$ cat src/rtl/if_fetch_unit.sv
// Instruction-fetch stage: owns the fetch PC, issues single-outstanding word fetches and buffers them in a prefetch FIFO.
// Optional macro FETCH_MISALIGN_CHECK_EN adds a registered fetch_misalign_o pulse for redirects to unaligned targets.
package riscv_cpu_pkg;
    localparam int BU_MUX_WIDTH = 2;
    localparam logic [BU_MUX_WIDTH-1:0] BU_PC_NEXT   = 2'd0;
    localparam logic [BU_MUX_WIDTH-1:0] BU_PC_BRANCH = 2'd1;
    localparam logic [BU_MUX_WIDTH-1:0] BU_PC_JAL    = 2'd2;
endpackage

module if_fetch_unit
    import riscv_cpu_pkg::*;
#(
    parameter logic [31:0] BOOT_ADDR  = 32'h0000_0000,
    parameter int          FIFO_DEPTH = 2
) (
    input  logic                    clk_i,
    input  logic                    rst_ni,
    input  logic [BU_MUX_WIDTH-1:0] pc_mux_i,
    input  logic [31:0]             branch_target_i,
    input  logic [31:0]             jal_target_i,
    if_fetch_unit_if.master         bus
`ifdef FETCH_MISALIGN_CHECK_EN
    ,
    output logic                    fetch_misalign_o
`endif
);

    localparam int PTR_W = $clog2(FIFO_DEPTH);
    localparam int CNT_W = PTR_W + 1;
    localparam logic [CNT_W-1:0] DEPTH_C = CNT_W'(FIFO_DEPTH);

    typedef enum logic [1:0] {
        S_IDLE,
        S_REQ,
        S_WAIT,
        S_FLUSH
    } state_t;

    state_t            state_reg;
    logic [31:0]       fetch_pc_reg;
    logic [31:0]       txn_pc_reg;
    logic [31:0]       pc_mem   [FIFO_DEPTH];
    logic [31:0]       data_mem [FIFO_DEPTH];
    logic [PTR_W-1:0]  wr_ptr_reg;
    logic [PTR_W-1:0]  rd_ptr_reg;
    logic [CNT_W-1:0]  count_reg;

    logic              redirect;
    logic [31:0]       target;
    logic [31:0]       target_aligned;
    logic              req;
    logic              grant;
    logic              push;
    logic              pop;
    logic              empty;

    // Encodings other than BRANCH/JAL fall through as sequential fetch.
    always_comb begin
        redirect = 1'b0;
        target   = fetch_pc_reg;
        case (pc_mux_i)
            BU_PC_BRANCH: begin
                redirect = 1'b1;
                target   = branch_target_i;
            end
            BU_PC_JAL: begin
                redirect = 1'b1;
                target   = jal_target_i;
            end
            default: begin
                redirect = 1'b0;
                target   = fetch_pc_reg;
            end
        endcase
    end

    assign target_aligned = target & 32'hFFFF_FFFC;

    // Only REQ can have a request up; outstanding is zero there, so the slot check reduces to count.
    assign empty = (count_reg == '0);
    assign req   = (state_reg == S_REQ) && (count_reg < DEPTH_C);
    assign grant = req && bus.instr_gnt_i;
    assign push  = (state_reg == S_WAIT) && bus.instr_rvalid_i && !redirect;
    assign pop   = !empty && bus.instr_ready_i && !redirect;

    assign bus.instr_req_o   = req;
    assign bus.instr_addr_o  = {fetch_pc_reg[31:2], 2'b00};
    assign bus.instr_valid_o = !empty;
    assign bus.instr_o       = empty ? 32'h0 : data_mem[rd_ptr_reg];
    assign bus.pc_o          = empty ? 32'h0 : pc_mem[rd_ptr_reg];

    always_ff @(posedge clk_i) begin
        if (!rst_ni) begin
            state_reg    <= S_IDLE;
            fetch_pc_reg <= BOOT_ADDR;
            txn_pc_reg   <= 32'h0;
        end else begin
            case (state_reg)
                S_IDLE: state_reg <= S_REQ;
                S_REQ: begin
                    if (grant) begin
                        txn_pc_reg <= fetch_pc_reg;
                        state_reg  <= redirect ? S_FLUSH : S_WAIT;
                    end
                end
                S_WAIT: begin
                    if (bus.instr_rvalid_i)
                        state_reg <= S_REQ;
                    else if (redirect)
                        state_reg <= S_FLUSH;
                end
                S_FLUSH: begin
                    if (bus.instr_rvalid_i)
                        state_reg <= S_REQ;
                end
                default: state_reg <= S_IDLE;
            endcase

            if (redirect)
                fetch_pc_reg <= target_aligned;
            else if (grant)
                fetch_pc_reg <= fetch_pc_reg + 32'd4;
        end
    end

    always_ff @(posedge clk_i) begin
        if (!rst_ni) begin
            wr_ptr_reg <= '0;
            rd_ptr_reg <= '0;
            count_reg  <= '0;
        end else if (redirect) begin
            wr_ptr_reg <= '0;
            rd_ptr_reg <= '0;
            count_reg  <= '0;
        end else begin
            if (push)
                wr_ptr_reg <= wr_ptr_reg + PTR_W'(1);
            if (pop)
                rd_ptr_reg <= rd_ptr_reg + PTR_W'(1);
            case ({push, pop})
                2'b10:   count_reg <= count_reg + CNT_W'(1);
                2'b01:   count_reg <= count_reg - CNT_W'(1);
                default: count_reg <= count_reg;
            endcase
        end
    end

    // Storage carries no reset; empty masks the head outputs instead.
    always_ff @(posedge clk_i) begin
        if (push) begin
            pc_mem[wr_ptr_reg]   <= txn_pc_reg;
            data_mem[wr_ptr_reg] <= bus.instr_rdata_i;
        end
    end

`ifdef FETCH_MISALIGN_CHECK_EN
    logic misalign_reg;

    always_ff @(posedge clk_i) begin
        if (!rst_ni)
            misalign_reg <= 1'b0;
        else
            misalign_reg <= redirect && (target[1:0] != 2'b00);
    end

    assign fetch_misalign_o = misalign_reg;
`endif

endmodule

$ cat src/rtl/if_fetch_unit_if.sv
// Instruction-fetch bus bundle: memory req/gnt/rvalid channel plus the decode valid/ready channel.
// master = fetch unit side, slave = memory/decode side.
interface if_fetch_unit_if;
    logic        instr_req_o;
    logic [31:0] instr_addr_o;
    logic        instr_gnt_i;
    logic        instr_rvalid_i;
    logic [31:0] instr_rdata_i;
    logic        instr_valid_o;
    logic        instr_ready_i;
    logic [31:0] instr_o;
    logic [31:0] pc_o;

    modport master (
        output instr_req_o, instr_addr_o, instr_valid_o, instr_o, pc_o,
        input  instr_gnt_i, instr_rvalid_i, instr_rdata_i, instr_ready_i
    );

    modport slave (
        input  instr_req_o, instr_addr_o, instr_valid_o, instr_o, pc_o,
        output instr_gnt_i, instr_rvalid_i, instr_rdata_i, instr_ready_i
    );
endinterface

$ cat src/flat_wrapper.sv
// flat-port wrapper written by rule: the top's interface ports become plain ports
module if_fetch_unit_flat import riscv_cpu_pkg::*;
#(
    parameter logic [31:0] BOOT_ADDR  = 32'h0000_0000,
    parameter int          FIFO_DEPTH = 2
)
  (clk_i, rst_ni, pc_mux_i, branch_target_i, jal_target_i, bus_instr_req_o, bus_instr_addr_o, bus_instr_valid_o, bus_instr_o, bus_pc_o, bus_instr_gnt_i, bus_instr_rvalid_i, bus_instr_rdata_i, bus_instr_ready_i);
  if_fetch_unit_if bus_i ();
  input  logic clk_i;
  input  logic rst_ni;
  input  logic [BU_MUX_WIDTH-1:0] pc_mux_i;
  input  logic [31:0] branch_target_i;
  input  logic [31:0] jal_target_i;
  output wire logic [$bits(bus_i.instr_req_o)-1:0] bus_instr_req_o;
  output wire logic [$bits(bus_i.instr_addr_o)-1:0] bus_instr_addr_o;
  output wire logic [$bits(bus_i.instr_valid_o)-1:0] bus_instr_valid_o;
  output wire logic [$bits(bus_i.instr_o)-1:0] bus_instr_o;
  output wire logic [$bits(bus_i.pc_o)-1:0] bus_pc_o;
  input wire logic [$bits(bus_i.instr_gnt_i)-1:0] bus_instr_gnt_i;
  input wire logic [$bits(bus_i.instr_rvalid_i)-1:0] bus_instr_rvalid_i;
  input wire logic [$bits(bus_i.instr_rdata_i)-1:0] bus_instr_rdata_i;
  input wire logic [$bits(bus_i.instr_ready_i)-1:0] bus_instr_ready_i;
  assign bus_instr_req_o = bus_i.instr_req_o;
  assign bus_instr_addr_o = bus_i.instr_addr_o;
  assign bus_instr_valid_o = bus_i.instr_valid_o;
  assign bus_instr_o = bus_i.instr_o;
  assign bus_pc_o = bus_i.pc_o;
  assign bus_i.instr_gnt_i = bus_instr_gnt_i;
  assign bus_i.instr_rvalid_i = bus_instr_rvalid_i;
  assign bus_i.instr_rdata_i = bus_instr_rdata_i;
  assign bus_i.instr_ready_i = bus_instr_ready_i;
  if_fetch_unit #(.BOOT_ADDR(BOOT_ADDR), .FIFO_DEPTH(FIFO_DEPTH)) u_core (.clk_i(clk_i), .rst_ni(rst_ni), .pc_mux_i(pc_mux_i), .branch_target_i(branch_target_i), .jal_target_i(jal_target_i), .bus(bus_i));
endmodule
$ cat config.mk
export PLATFORM = sky130hd
export DESIGN_NAME = if_fetch_unit_flat
export DESIGN_NICKNAME = d
export VERILOG_FILES = /design/src/rtl/if_fetch_unit.sv /design/src/rtl/if_fetch_unit_if.sv /design/src/flat_wrapper.sv
export SDC_FILE = /design/constraint.sdc
export NUM_CORES = 1
export LEC_CHECK = 0
export CELL_PAD_IN_SITES_DETAIL_PLACEMENT = 1
export CELL_PAD_IN_SITES_GLOBAL_PLACEMENT = 2
export CORE_MARGIN = 2
export CORE_UTILIZATION = 41
export DETAILED_ROUTE_END_ITERATION = 12
export DONT_BUFFER_PORTS = 1
export HOLD_SLACK_MARGIN = 0.1
export PLACE_DENSITY = 0.82
export SLEW_MARGIN = 20
export SYNTH_ARGS = -nofsm -noshare
export SYNTH_HDL_FRONTEND = slang
export SYNTH_SLANG_ARGS = --single-unit
$ cat constraint.sdc
create_clock -name clk_i -period 6.3 [get_ports clk_i]
set_input_delay 1.575 -clock clk_i [delete_from_list [all_inputs] [get_ports clk_i]]
set_output_delay 1.575 -clock clk_i [all_outputs]
set_load 0.02 [all_outputs]
[Word-level counts from Yosys, hierarchy flattened]
Memory sizes are Yosys's and may differ from the RTL's. A register that Yosys moved wholly into a read port is not among the register bits.
Cells that the tools add are included.
Storage, ports and cells
  memory bits (writable): 128
  flip-flop bits (word level): 70
  word-level logic and storage cells: 63
  output and inout bits: 98
  bits of input ports: 103
  memories kept: 2
Memory list
  u_core.data_mem: words 2, bits a word 32, rd ports 1, clocked after memory_dff 1, wr ports 1, RTL line if_fetch_unit.sv:43  | logic [31:0] data_mem [FIFO_DEPTH];
  u_core.pc_mem: words 2, bits a word 32, rd ports 1, clocked after memory_dff 1, wr ports 1, RTL line if_fetch_unit.sv:42  | logic [31:0] pc_mem [FIFO_DEPTH];
Cells by class
  bitwise logic cells: 1
  muxes and demuxes: 19
  $add $sub $neg: 5
  magnitude comparators: 1
  eq/ne operators: 11
  reduce and logical (&&, ||, !) cells: 17
Operators by type and width (number)
  2-to-1 mux 32 bit: 4
  one-hot mux 32 bit (2 select lines): 1
  adder 32 x 3 -> 32 bit (second input constant): 1
  == test 2 bit (second input constant): 4
  2-to-1 mux 1 bit: 8
  2-to-1 mux 2 bit: 4
  one-hot mux 2 bit (4 select lines): 1
  == test 2 x 1 -> 1 bit (second input constant): 3
  logical AND 1 bit: 6
  logical NOT 2 bit: 2
  one-hot mux 2 bit (2 select lines): 1
  AND reduction 2 bit: 2
  nonzero test 2 bit: 2
  OR reduction 2 bit: 2
  inequality test 3 x 2 -> 1 bit (second input constant): 1
  inequality test 3 bit (second input constant): 1
  AND reduction 3 bit: 1
  adder 1 bit (second input constant): 2
  adder 2 x 1 -> 2 bit (second input constant): 1
  logical NOT 1 bit: 2
  less-than comparator 2 bit (second input constant): 1
  inequality test 2 x 1 -> 1 bit (second input constant): 1
  inequality test 2 bit (second input constant): 1
  subtractor 2 x 1 -> 2 bit (second input constant): 1
  NOT 1 bit: 1

[Logic depth before layout (Yosys ltp)]
Gate-level depths: netlist of the first run.
  word-level depth: 7
  mapped depth: 8
  depth with buffers taken out: 7

[Worst setup path after synthesis of the first run]
No wires, ideal clock.
  path kind: input to register
  from: input port pc_mux_i[0]
  to: memory u_core.data_mem[0][0] (enable)
  library setup time: 482 ps
  stages: 5
  path buffers: 1
  data required time: 5818 ps
  setup slack: 822 ps
  arrival time: 4995 ps
  cell sequence: inv_1 > ha_1 > clkbuf_1 > nand3_1 > nor2_1
Between the ends
  word-level cells in the longest chain between the ends: 7
  elaborated cells on any way between the ends: 8
  classes of those cells: 2 x eq/ne; 3 x mux; 3 x reduce/logical
RTL lines
  from (decl): RTL line flat_wrapper.sv:11  | input logic [BU_MUX_WIDTH-1:0] pc_mux_i;
  == test 2 x 1 -> 1 bit or == test 2 bit (tied branches): RTL line if_fetch_unit.sv:61  | case (pc_mux_i)
  OR reduction 2 bit (no source line) (*)
  2-to-1 mux 1 bit (*): RTL line if_fetch_unit.sv:61
  logical NOT 1 bit (*): RTL line if_fetch_unit.sv:83  | assign push = (state_reg == S_WAIT) && bus.instr_rvalid_i && !redirect;
  logical AND 1 bit (*): RTL line if_fetch_unit.sv:83
  2-to-1 mux 1 bit (*): RTL line if_fetch_unit.sv:150  | if (push) begin
  2-to-1 mux 1 bit (not written as such) (*): RTL line if_fetch_unit.sv:152  | data_mem[wr_ptr_reg] <= bus.instr_rdata_i;
  to (decl): RTL line if_fetch_unit.sv:43
Every way passes the cells marked *; elsewhere a longest branch is shown, timed or not.

==> metrics.md, run 1 <==
| Metric | Value |
|---|---|
| Max VDD drop | 0.1975 mV |
| Layout Skew | 13.18 ps |
| Post-CTS sizing | 0 |
| Post-DP Area | 0.008234 mm2 |
| Simple-gate share of the synthesized area | 12.43% |
| DRT Pass-1 Iters | 4 |
| RSZ-0062 raised after global routing | false |
| HP Class | flop to flop |
| NumNets Final | 765 |
| Fmax | 256.4 MHz |
| Run status | finished clean |
| Crit share post-route | 61.92% |
| CTS max path bufs | 2 |
| Compound-Gate Fraction of Synth Area | 9.393% |
| Post-route minimum period | 3901 ps |
| Core Area | 0.01927 mm2 |
| All-Layer GR Usage | 19.31% |
| First-pass GRT wire length | 29,950 um |
| # setup viols final | 0 |
| Largest net degree at the start of global routing | 67 |
| Synthesized instance count | 669 |
| Die Area | 0.02063 mm2 |
| CP Capture Type | output pin |
| CP Launch Type | flop |
| Fin area | 0.008793 mm2 |
| Syn Area/Cell | 11.95 um2 |
| Max Cap Viol | 0 |
| DR vias/cell | 5.566 |
| Chip width | 143.6 um |
| Layout cells sized above 1 | 7.485% |
| Initial antenna violation count | 1 |
| TritonCTS clock tree | yes |
| DR iter-0 viols | 219 |
| Primary FF master, synth | edfxtp_1 |
| Post CTS Setup Buffer Count | 0 |
| Synthesis Warnings | 0 |
| Relative slew slack | 38.48% |
| Vias | 5,199 |
| Rows | 51 |
| Max reg flops | 64 |
| Leading registers by flop count | u_core.data_mem: 64 flops, u_core.pc_mem: 60 flops |
| PortBufs | 0 |
| WS Path Type | flop to output pin |
| Distinct cells, synth | 45 |
| Clk Latency, worst-skew pair | 430 ps |
| Largest area contributor in the netlist | edfxtp_1 |
| Area contributors post-synth | edfxtp_1, dfxtp_1, mux2i_1 |
| Placed insts | 901 |
| Sequential element share of the synthesized area | 63.37% |
| Most flop-heavy register | u_core.data_mem |
| Mux cell area share after synthesis | 7.765% |
| Grt ovf | 0 |
| Power per standard cell area | 309.7 mW/mm2 |
| Global placer's final weighted congestion | 0.7479 |
| Sequential Area | 0.005069 mm2 |
| Die H | 143.6 um |
| Vias in the first global route | 5,365 |
| Multi-input gate area | 0.002729 mm2 |
| Non-Filler Instances | 934 |
| Clock-pin transition on the worst setup and hold timing paths | 80 ps |
| Dpl hpwl | 13,780 um |
| CP Max Fanout | 36 |
| Total power draw | 2723 uW |
| Fill count | 2,022 |
| DRC viols | 0 |
| Ys async rst share | 0% |
| Initial Util | 41.48% |
| Ports | 201 |
| Flops & latches, synth | 191 |
| Synthesized area | 0.007993 mm2 |
| Worst Path Arrival | 2330 ps |
| Worst-margin pin slew | 914.4 ps |
| Detailed Route WL | 20,130 um |
| Pleak | 0.002680 uW |
| Worst Path Required | 4720 ps |
| Setup TNS | 0 ps |
| Cts hold-fix bufs | 0 |
| Synth top area share | 46.59% |
| Num CTS Buffers | 17 |
| Synth-to-Final Area Change | 10.02% |
| Clock sink count | 191 |
| H-tree depth | 4 |
| DR WL/cell | 21.55 um |
| Synth Area in XOR/XNOR | 2.959% |
| DRT antenna net count | 0 |
| Worst hold margin | 456.1 ps |
| Combinational family with the most area after synthesis | simple AND/OR/NAND/NOR gates |
| Final Hold Violating Endpoints | 0 |
| EDFF count, synth | 124 |
| Max-slew violations | 0 |
| Adder and majority gate portion of the synthesized area | 1.096% |
| CTS Root Cell | clkbuf_16 |
[logic make-up after synthesis]
logic type               after synthesis
AO/OA/AOI/OAI                        110
XOR/XNOR                              27
adder cells (fa/ha/maj)                7
buffers and inverters                 56
flip-flops                           191
multiplexers                          62
other                                  1
AND/OR/NAND/NOR                      215
[critical path: stages, from the launching register on]
cell     delay [ps]
dfxtp_4         790
buf_4           520
mux2i_1         150
nor2_1          380
[power by group]
part | internal (uW) | total [uW] | switching, uW
combinational | 70.9 | 241 | 170
sequential | 1380 | 1470 | 87.3
clock | 517 | 1010 | 496
[cells in the mapped netlist (all sizes together) (11+ instances only)]
master  number
a211oi      24
edfxtp     124
a21oi       39
inv         11
clkbuf      32
nor2        77
a221oi      26
xor2        21
buf         12
mux2i       62
nand3       16
nand2       79
dfxtp       67
nand4       15
[final timing paths]
check / cells past startpoint / slack (ps) / from / end
worst max-delay path: 3 / 2400 / flop / bus_pc_o[14]
worst min-delay path: 0 / 460 / u_core.txn_pc_reg[31] / u_core.pc_mem[1][31]
worst max register to register: 7 / 3240 / u_core.state_reg[1] / u_core.fetch_pc_reg[17]
worst min register to register: 0 / 460 / u_core.txn_pc_reg[31] / u_core.pc_mem[1][31]
[layout by cell type, fill, tap and decap left out, types with 4 or more instances in the layout]
cell / count
a221oi_1: 26
nor3_1: 4
nand2_1: 79
dfxtp_1: 66
a21oi_1: 39
clkinv_4: 4
ha_1: 6
nand3_1: 16
inv_1: 11
nand4_1: 14
mux2i_1: 62
conb_1: 4
clkbuf_16: 17
xor2_1: 21
a211oi_1: 24
and3_1: 6
nor2_1: 74
xnor2_1: 6
o21ai_0: 6
edfxtp_1: 124
buf_4: 8
[cell type report]
cell class / instances / area share, %
antenna: 1 / 0.02846
multi-input combinational: 425 / 31.03
tap: 265 / 3.771
clock buffer: 17 / 4.838
clock inverter: 15 / 1.494
sequential: 191 / 57.64
inverter: 12 / 0.5122
timing repair buffer: 8 / 0.6830
[layer usage]
metal / vias to the layer above / track usage (%) / wire (um)
met1: 2556 / 23.87 / 8559
met5: - / 0 / 0
met4: 0 / 6.502 / 306
li1: 2439 / - / -
met3: 24 / 6.031 / 1594
met2: 180 / 32.13 / 9668
[metrics by stage]
stage               setup WS (ps)  utilization [%]
finish                       2399            45.63
global placement             2400            42.73
CTS                          2359            45.62
floorplan                   822.1                -
global route                 2240            45.62
detailed placement           2344            42.73
(Power assumes the default switching activity.)
==> inputs of run 2 (changes only) <==
- clock period: 6.3 -> 4.01 ns (I/O delays scaled with it)
==> metrics.md, run 2 (synthesis results as in run 1) <==
| Metric | Value |
|---|---|
| Crit share post-route | 70.28% |
| Final Hold Violating Endpoints | 0 (unchanged) |
| Layout cells sized above 1 | 7.761% (+0.28 points) |
| Power per standard cell area | 490.2 mW/mm2 (+58%) |
| Most frequent cells in the layout | edfxtp_1, nand2_1, nor2_1 |
| Leading registers by flop count | u_core.data_mem: 64 flops, u_core.pc_mem: 60 flops |
| Largest net degree at the start of global routing | 65 (-3.0%) |
| Clock sink count | 191 (unchanged) |
| Vias in the first global route | 5,459 (+1.8%) |
| FF-to-FF Start | u_core.fetch_pc_reg[7] |
| All-Layer GR Usage | 19.64% (+0.34 points) |
| Total power draw | 4352 uW (+60%) |
| Max VDD drop | 0.2728 mV (+38%) |
| CTS max path bufs | 2 (unchanged) |
| Die Area | 0.02063 mm2 (unchanged) |
| Num CTS Buffers | 17 (unchanged) |
| CP Capture Type | output pin |
| Clk Latency, worst-skew pair | 430 ps (about the same) |
| Setup crit start | u_core.count_reg[1] |
| Non-Filler Instances | 937 (+0.32%) |
| CTS Root Cell | clkbuf_16 |
| Commonest non-fill, non-tap cell in the layout | edfxtp_1 |
| H-tree depth | 4 (unchanged) |
| Setup crit end | bus_pc_o[22] |
| NumNets Final | 767 (+0.26%) |
| DR vias/cell | 5.589 (+0.41%) |
| Pleak | 0.002709 uW (+1.1%) |
| Setup WS pre-CTS | 1159 ps (-1185 ps) |
| Ports | 201 (unchanged) |
| Worst reg2reg path endpoint | u_core.fetch_pc_reg[27] |
| Fmax | 354.8 MHz |
| HP Class | flop to flop |
| Layout Skew | 14.28 ps (+1.104 ps) |
| Worst Path Arrival | 1820 ps (-510 ps) |
| DRT antenna net count | 0 (unchanged) |
| Rows | 51 (unchanged) |
| Dpl hpwl | 13,780 um (about the same) |
| CP Max Fanout | 62 (+72%) |
| Max Cap Viol | 0 (unchanged) |
| Fill count | 1,998 (-1.2%) |
| Placed insts | 903 (+0.22%) |
| R2R depth | 5 (-2) |
| Post-route minimum period | 2818 ps |
| Global placer's final weighted congestion | 0.8050 (+7.6%) |
| DR WL/cell | 21.60 um (+0.21%) |
| RSZ-0062 raised after global routing | false |
| # setup viols final | 0 (unchanged) |
| Initial Util | 41.48% (unchanged) |
| PortBufs | 0 (unchanged) |
| Relative slew slack | 39.38% (+0.90 points) |
| CP Launch Type | flop |
| Initial antenna violation count | 1 (unchanged) |
| Final core occ | 46.07% (+0.44 points) |
| Worst-margin pin slew | 901.0 ps (-13.42 ps) |
| PnR worst setup slack | 1192 ps (-1208 ps) |
| Max reg flops | 64 (unchanged) |
| Worst Path Required | 3010 ps (-1710 ps) |
| First-pass GRT wire length | 30,650 um (+2.3%) |
| Clock-pin transition on the worst setup and hold timing paths | 80 ps (about the same) |
| Chip width | 143.6 um (unchanged) |
| Grt ovf | 0 (unchanged) |
| WS Path Type | flop to output pin |
| Detailed Route WL | 20,240 um (+0.54%) |
| DR iter-0 viols | 294 (+34%) |
| Max-slew violations | 0 (unchanged) |
| DRC viols | 0 (unchanged) |
| Hold Path Depth | 0 (unchanged) |
| Post CTS Setup Buffer Count | 0 (unchanged) |
| TritonCTS clock tree | yes |
| Synth-to-Final Area Change | 11.08% |
| Worst hold margin | 444.3 ps (-11.79 ps) |
| Cts hold-fix bufs | 0 (unchanged) |
| Die H | 143.6 um (unchanged) |
| Post-CTS sizing | 0 (unchanged) |
| Flop2flop setup slack | 1410 ps (-1830 ps) |
| Run status | finished clean |
| Vias | 5,237 (+0.73%) |
| Core Area | 0.01927 mm2 (unchanged) |
| DRT Pass-1 Iters | 4 (unchanged) |
| Most flop-heavy register | u_core.data_mem |
## run 2: cell count changes in the layout (fill, tap and decap cells not counted), sizes merged
cell / before / now
buf: 8 / 10
bufinv: 0 / 1
clkinv: 7 / 8
diode: 1 / 2
inv: 17 / 15
## run 2: cell type report
type                    instances  area, um2  area share [%]
flip-flops and latches        191       5069           57.09
multi-input cells             425       2729           30.74
clock buffers                  17      425.4           4.791
well taps                     265      331.6           3.734
clock inverters                15      161.4           1.818
repair buffers                 10      112.6           1.268
inverters                      12      45.04          0.5073
diodes                          2      5.005         0.05637
## run 2: routing by layer
layer | vias to the layer above | global-route usage [%] | wire, um
met2 | 181 | 32.28 | 9764
li1 | 2446 | - | -
met3 | 11 | 7.098 | 1628
met1 | 2599 | 24.31 | 8646
met4 | 0 | 5.934 | 197
met5 | - | 0 | 0
## run 2: power breakdown
group          internal (uW)  total [uW]  switching, uW
Sequential              2170        2310            141
Clock                    877        1650            776
Combinational            117         387            269
## run 2: worst min path at each step
stage | startpoint | slack (ps) | end
CTS | u_core.txn_pc_reg[3] | 450 | u_core.pc_mem[0][3]
finish | u_core.txn_pc_reg[16] | 440 | u_core.pc_mem[1][16]
global route | u_core.txn_pc_reg[3] | 470 | u_core.pc_mem[0][3]
detailed placement | u_core.txn_pc_reg[17] | 440 | u_core.pc_mem[0][17]
global placement | u_core.txn_pc_reg[6] | 430 | u_core.pc_mem[0][6]
floorplan | u_core.txn_pc_reg[10] | 430 | u_core.pc_mem[0][10]
## run 2: critical path: stages (launching register included)
cell and delay [ps]:
dfxtp_1 390, nor2_4 130, buf_4 510, nor2_1 280
## run 2: per-stage QoR
step | cell area [um2] | TNS (ps)
5_1_grt | 8874 | 0
3_5_place_dp | 8287 | 0
4_1_cts | 8874 | 0
6_report | 8879 | 0
3_3_place_gp | 8287 | 0
2_1_floorplan | 8004 | -111030
